$ cat src/rtl/timekeeper_pkg.sv
// Shared types, limits and BCD step helpers for the timekeeper.
// Exports bcd_digit_t, bcd_pair_t, hour_next, hour_pm_flip, min_next.
package timekeeper_pkg;

    typedef logic [3:0] bcd_digit_t;

    typedef struct packed {
        bcd_digit_t tens;
        bcd_digit_t units;
    } bcd_pair_t;

    localparam int SECS_MAX      = 59;
    localparam int MINS_TENS_MAX = 5;
    localparam int H24_MAX       = 23;
    localparam int H12_MIN       = 1;
    localparam int H12_MAX       = 12;

    localparam bcd_digit_t H24_T  = bcd_digit_t'(H24_MAX / 10);
    localparam bcd_digit_t H24_U  = bcd_digit_t'(H24_MAX % 10);
    localparam bcd_digit_t H12X_T = bcd_digit_t'(H12_MAX / 10);
    localparam bcd_digit_t H12X_U = bcd_digit_t'(H12_MAX % 10);
    localparam bcd_digit_t H12N_T = bcd_digit_t'(H12_MIN / 10);
    localparam bcd_digit_t H12N_U = bcd_digit_t'(H12_MIN % 10);
    localparam bcd_digit_t H11_T  = bcd_digit_t'((H12_MAX - 1) / 10);
    localparam bcd_digit_t H11_U  = bcd_digit_t'((H12_MAX - 1) % 10);
    localparam bcd_digit_t MT_MAX = bcd_digit_t'(MINS_TENS_MAX);

    // Next hour in BCD; 12h runs 12,01..11,12 and 24h runs 00..23.
    function automatic bcd_pair_t hour_next(bcd_pair_t h, logic mode12);
        bcd_pair_t r;
        r = h;
        if (mode12 && h.tens == H12X_T && h.units == H12X_U) begin
            r.tens  = H12N_T;
            r.units = H12N_U;
        end else if (!mode12 && h.tens == H24_T && h.units == H24_U) begin
            r.tens  = 4'd0;
            r.units = 4'd0;
        end else if (h.units == 4'd9) begin
            r.tens  = h.tens + 4'd1;
            r.units = 4'd0;
        end else begin
            r.units = h.units + 4'd1;
        end
        return r;
    endfunction

    // AM/PM flips only on the 11 -> 12 step.
    function automatic logic hour_pm_flip(bcd_pair_t h, logic mode12);
        return mode12 && h.tens == H11_T && h.units == H11_U;
    endfunction

    function automatic bcd_pair_t min_next(bcd_pair_t m);
        bcd_pair_t r;
        r = m;
        if (m.units == 4'd9) begin
            r.units = 4'd0;
            r.tens  = (m.tens == MT_MAX) ? 4'd0 : m.tens + 4'd1;
        end else begin
            r.units = m.units + 4'd1;
        end
        return r;
    endfunction

endpackage

$ cat src/rtl/tick_prescaler.sv
// Divides the system clock down to a one-second tick.
// Ports: clk, reset (async high), run (enable), clear (sync zero), tick.
module tick_prescaler #(
    parameter int TICK_DIV = 100000000
) (
    input  logic clk,
    input  logic reset,
    input  logic run,
    input  logic clear,
    output logic tick
);

    localparam int W = $clog2(TICK_DIV);
    localparam logic [W-1:0] LAST = W'(TICK_DIV - 1);

    logic [W-1:0] r_cnt;

    // Tick is the terminal count while running; the caller masks it.
    assign tick = run && (r_cnt == LAST);

    always_ff @(posedge clk or posedge reset) begin
        if (reset) begin
            r_cnt <= '0;
        end else if (clear) begin
            r_cnt <= '0;
        end else if (run) begin
            r_cnt <= (r_cnt == LAST) ? '0 : r_cnt + 1'b1;
        end
    end

endmodule

$ cat src/rtl/bcd_timekeeper.sv
// BCD clock: hh:mm digits, binary seconds, optional 12h/PM, set pulses.
// Ports: CLK100MHZ, Reset, run, inc_hour, inc_min -> hours1/2, mins1/2,
// secs, pm, sec_tick. Macro TIMEKEEPER_ALARM_EN adds alarm_hours,
// alarm_mins, alarm_arm, alarm_ack inputs and the alarm output.
module bcd_timekeeper
    import timekeeper_pkg::*;
#(
    parameter int TICK_DIV = 100000000,
    parameter bit MODE_12H = 0
) (
    input  logic       CLK100MHZ,
    input  logic       Reset,
    input  logic       run,
    input  logic       inc_hour,
    input  logic       inc_min,
`ifdef TIMEKEEPER_ALARM_EN
    input  logic [7:0] alarm_hours,
    input  logic [7:0] alarm_mins,
    input  logic       alarm_arm,
    input  logic       alarm_ack,
    output logic       alarm,
`endif
    output logic [3:0] hours1,
    output logic [3:0] hours2,
    output logic [3:0] mins1,
    output logic [3:0] mins2,
    output logic [5:0] secs,
    output logic       pm,
    output logic       sec_tick
);

    localparam bcd_pair_t HOUR_RST = MODE_12H ? {H12X_T, H12X_U} : 8'h00;

    bcd_pair_t  r_hours;
    bcd_pair_t  r_mins;
    logic [5:0] r_secs;
    logic       r_pm;
    logic       r_sec_tick;

    logic w_tick;
    logic w_sec_adv;
    logic w_sec_wrap;
    logic w_min_carry;
    logic w_min_adv;
    logic w_hour_adv;

    tick_prescaler #(
        .TICK_DIV (TICK_DIV)
    ) u_prescaler (
        .clk   (CLK100MHZ),
        .reset (Reset),
        .run   (run),
        .clear (inc_min),
        .tick  (w_tick)
    );

    // inc_min swallows a coincident tick, so it never carries.
    assign w_sec_adv   = w_tick && !inc_min;
    assign w_sec_wrap  = w_sec_adv && (r_secs == 6'(SECS_MAX));
    assign w_min_carry = w_sec_wrap && (r_mins == 8'h59);
    assign w_min_adv   = inc_min || w_sec_wrap;
    // A set pulse and a carry together still step the hour only once.
    assign w_hour_adv  = inc_hour || w_min_carry;

    always_ff @(posedge CLK100MHZ or posedge Reset) begin
        if (Reset) begin
            r_hours    <= HOUR_RST;
            r_mins     <= '0;
            r_secs     <= '0;
            r_pm       <= 1'b0;
            r_sec_tick <= 1'b0;
        end else begin
            r_sec_tick <= w_sec_adv;
            if (inc_min) begin
                r_secs <= '0;
            end else if (w_sec_adv) begin
                r_secs <= w_sec_wrap ? 6'd0 : r_secs + 6'd1;
            end
            if (w_min_adv) begin
                r_mins <= min_next(r_mins);
            end
            if (w_hour_adv) begin
                r_hours <= hour_next(r_hours, MODE_12H);
                if (hour_pm_flip(r_hours, MODE_12H)) begin
                    r_pm <= ~r_pm;
                end
            end
        end
    end

    assign hours1   = r_hours.tens;
    assign hours2   = r_hours.units;
    assign mins1    = r_mins.tens;
    assign mins2    = r_mins.units;
    assign secs     = r_secs;
    assign pm       = r_pm;
    assign sec_tick = r_sec_tick;

`ifdef TIMEKEEPER_ALARM_EN
    logic r_alarm;
    logic r_match;
    logic w_match;

    assign w_match = alarm_arm && (r_hours == alarm_hours) &&
                     (r_mins == alarm_mins) && (r_secs == 6'd0);

    // Fire on the first matching cycle so an ack inside the
    // matching second is not immediately undone.
    always_ff @(posedge CLK100MHZ or posedge Reset) begin
        if (Reset) begin
            r_alarm <= 1'b0;
            r_match <= 1'b0;
        end else begin
            r_match <= w_match;
            if (!alarm_arm || alarm_ack) begin
                r_alarm <= 1'b0;
            end else if (w_match && !r_match) begin
                r_alarm <= 1'b1;
            end
        end
    end

    assign alarm = r_alarm;
`endif

endmodule

$ cat config.mk
export PLATFORM = sky130hd
export DESIGN_NAME = bcd_timekeeper
export DESIGN_NICKNAME = d
export VERILOG_FILES = /design/src/rtl/timekeeper_pkg.sv /design/src/rtl/tick_prescaler.sv /design/src/rtl/bcd_timekeeper.sv
export SDC_FILE = /design/constraint.sdc
export NUM_CORES = 1
export LEC_CHECK = 0
export ABC_CLOCK_PERIOD_IN_PS = 1780
export CAP_MARGIN = 5
export CORE_ASPECT_RATIO = 1.75
export CORE_UTILIZATION = 45
export DETAILED_ROUTE_END_ITERATION = 8
export HOLD_SLACK_MARGIN = 0.02
export PLACE_DENSITY_LB_ADDON = 0.3
export SLEW_MARGIN = 15
export SYNTH_ARGS = -nofsm -noshare
export SYNTH_HDL_FRONTEND = slang
export SYNTH_SLANG_ARGS = --single-unit
$ cat constraint.sdc
create_clock -name CLK100MHZ -period 1.78 [get_ports CLK100MHZ]
set_input_delay 0.445 -clock CLK100MHZ [delete_from_list [all_inputs] [get_ports CLK100MHZ]]
set_output_delay 0.445 -clock CLK100MHZ [all_outputs]
set_load 0.01 [all_outputs]
==> results.toml <==
[status]
status = "finished, violations left"
violations = "DRC, setup timing"

[worst_setup_path]
worstSetupStartpoint = "u_prescaler.r_cnt[23]"
end_kind = "flip-flop"
worstPathArrival_ns = 2.22
crit_path_end = "secs[2]"
slowest_delay_ns = 0.53
r2r_cells = 5
reg2reg_slack_ns = -0.20
cp_cell_sequence = "and4_4 > nand4_1 > or2_4 > or4_1 > a21oi_1"
crit_cells = 5
setup.worst_path.class = "flip-flop to flip-flop"
slowest_stage = "or4_1"
crit_buf_inv = 0
start_kind = "flip-flop"
cp_max_fo = 4
cp_top_family = "simple AND/OR/NAND/NOR gates"
critPathRequiredTime_ns = 2.02
rr_endpoint = "secs[2]"
rr_startpoint = "u_prescaler.r_cnt[23]"

[timing]
drv_slew = 0
min_period_ns = 1.983
rsz0062_at_grt = "true"
timing.final.ws_setup_ns = -0.2026
fmax_ghz = 0.5044
finalSetupViolations = 25
hold_violations = 0
holdWs_ns = 0.4832
fin_crit_sh_pct = 111.4
clock_skew_ns = 0.01221

[pwr]
peakVddDrop_v = 0.0006194
sw_frac_of_total_pct = 32.16
p_comb_share_pct = 38.1
p_int_uw = 2337
clkPwrFrac_pct = 20.2
leakagePower_uw = 0.001880
pwr-share-seq_pct = 41.8
cellPowerDensity_nw_per_um2 = 862.5
switchingPower_uw = 1108

[flow_run]
maxCapViolations = 0

[finish]
layout.cells.non_filler = 452
nets = 384
stdcell_area_um2 = 3994
areaGrowthSynthToFinish_pct = 47.03
num_antenna_cells = 0
final_layout_size_suffix_gt1_share_pct = 36.36

[route]
vias_per_cell = 5.522
dr.pass1.iters = 9
drc_errors = 2
ant_nets = 0
wl_um = 6984
post_drt_wl_per_cell_um = 15.45
vias = 2496
drt_iter0_drc = 150

[yosys]
synth_async_sr_flop_share_pct = 100.0
synth_xor_area_share_pct = 9.351
post_synth_num_cell_types = 48
synth_edf_count = 0
ys_seq_area_share_pct = 46.06
syn_nets = 291
yosys_warnings = 1
synth_cells = 280
synth_area_um2 = 2716
synth-simple-area-share_pct = 24.69
synth-compound-area-share_pct = 11.70
synth_flop_cell = "dfrtp_1"
synth_top_family_by_area = "simple AND/OR/NAND/NOR gates"
synth_mux_area_share_pct = 1.612
synth_fa_ha_area_share_pct = 2.764
ys_ff_latch = 50
syn_area_per_cell_um2 = 9.701

[global_routing]
grt_remaining_overflow = 0
grt_pass1_vias = 2409
track_usage_pct = 21.71
grt_pass1_wl_um = 10490
antenna_found_initial = 0
grt_max_degree = 51

[floorplan]
die_x_um = 60.73
dieArea_um2 = 6363
die_h_um = 104.8
num_rows = 37
start_util_pct = 46.57
fp.coreArea_um2 = 5833
io_pins = 29

[cts]
cts_max_path_buffers = 2
cts_tree = "done"
cts.sinks = 50
clk_latency_ns = 0.31
cts-root-buf = "clkbuf_8"
clk_pin_slew_ns = 0.10
cts_buffers = 5
h-tree-depth = 2

[placed_design]
dp_hpwl_um = 4606
dpl_cell_area_um2 = 3497
gp_congestion = 0.8407
port_buffers = 27
dp_cells = 430

[worst_hold_path]
holdCritPathClass = "primary input to async pin"
-- area by class of cell --
cell class                 count  area [um^2]
clock buffer                   6        82.58
clock inverter                 2        12.51
fill                         492         1839
inverter                      11        41.29
multi-input combinational    206         1597
sequential                    50         1254
tap                           78        97.59
timing repair buffer          99        909.6
-- metrics by stage --
stage                     utilization (%)  TNS [ns]  total power (uW)  worst slack [ns]
after floorplan                         -   -0.1523              2079          -0.06530
after global placement              59.95    -16.33              2701           -0.4794
after detailed placement            59.95    -17.05              2744           -0.4916
after CTS                           62.21   -0.7184              3407           -0.1141
after global routing                68.47    -4.461              3657           -0.2286
final                               68.47    -1.198              3445           -0.2026
-- worst min-delay path by stage --
stage                          startpoint                    end  slack, ns  cells past startpoint
finish                              Reset  u_prescaler.r_cnt[18]       0.48                      3
global route                        Reset  u_prescaler.r_cnt[22]       0.52                      3
CTS                                 Reset  u_prescaler.r_cnt[18]       0.50                      3
detailed placement  u_prescaler.r_cnt[26]  u_prescaler.r_cnt[26]       0.55                      2
global placement    u_prescaler.r_cnt[25]  u_prescaler.r_cnt[25]       0.53                      2
floorplan           u_prescaler.r_cnt[26]  u_prescaler.r_cnt[26]       0.50                      2
-- registers in the layout (all words and copies together), names as in the netlist --
register	count
hours2	4
mins1	4
mins2	4
hours1	4
secs	6
u_prescaler.r_cnt	27
sec_tick	1
-- routing by layer --
layer	wire length [um]	part of all wire, %	global-route usage (%)
met5	0	0	0
met4	289	4.1	12.01
met3	221	3.2	3.465
met2	3965	57	37.99
met1	2508	36	23.53
-- power groups by stage --
| stage | Clock [uW] | Sequential [uW] | Combinational [uW] |
|---|---|---|---|
| 6_report | 694 | 1440 | 1310 |
| 3_5_place_dp | 0 | 1480 | 1260 |
| 3_3_place_gp | 0 | 1470 | 1230 |
| 2_1_floorplan | 0 | 1610 | 471 |
| 4_1_cts | 713 | 1460 | 1230 |
| 5_1_grt | 758 | 1460 | 1440 |
-- cell families after synthesis --
| kind of cell | Yosys count |
|---|---|
| buffers and inverters | 24 |
| XOR/XNOR | 29 |
| AO/OA/AOI/OAI | 45 |
| flip-flops | 50 |
| adder cells (fa/ha/maj) | 6 |
| other | 1 |
| multiplexers | 4 |
| AND/OR/NAND/NOR | 121 |
-- cells in the final DEF (no fill, tap or decap), types with 7 or more instances in the layout --
master            n
nor2_2           10
nand4_1          11
o211ai_1          7
nor2_1           12
xnor2_1           8
buf_4            59
xor2_1           18
nand2_1          12
and3_1            9
dlygate4sd2_1    10
dfrtp_1          48
inv_1            10
a21oi_1           7
buf_6             9
nor2_4           13
dlymetal6s2s_1    7
nand3_1          17
clkdlybuf4s50_1  10
-- timing repair --
action | 4_1_cts | 5_1_grt
resized for setup | 26 | 65
hold buffers | 0 | 0
buffers inserted | 2 | 9
endpoints found under the setup margin | 54 | 54
pin swaps | 12 | 34
gates cloned | 0 | 3
-- worst register-to-register path: cells and delay by family (launching register included) --
kind,cells,cell delay (ns)
compound gates,1,0.16
flops,1,0.37
simple gates,4,1.38
-- Yosys cell counts, types with 2 or more instances --
cell type	instances	area, um^2
nand2_1	15	56.30
nand2b_1	4	25.02
ha_1	6	75.07
xor2_1	21	183.9
and4bb_2	3	37.54
or3_1	3	18.77
o2111a_1	2	22.52
nand4_1	11	68.82
nand3_1	17	85.08
nor4_1	2	12.51
inv_1	11	41.29
o211ai_1	7	52.55
and2_1	6	37.54
nor3_1	2	10.01
a21oi_1	10	50.05
a41oi_1	2	17.52
nor2_1	35	131.4
a21boi_0	3	22.52
buf_2	5	25.02
xnor2_1	8	70.07
clkbuf_1	7	26.28
o2bb2ai_1	3	26.28
and3_1	9	56.30
mux2_2	3	33.78
o22ai_1	2	12.51
and4_1	4	35.03
o21ai_0	8	40.04
a311oi_1	2	17.52
dfrtp_1	50	1251
No activity file was read; power rests on OpenSTA's default activity.
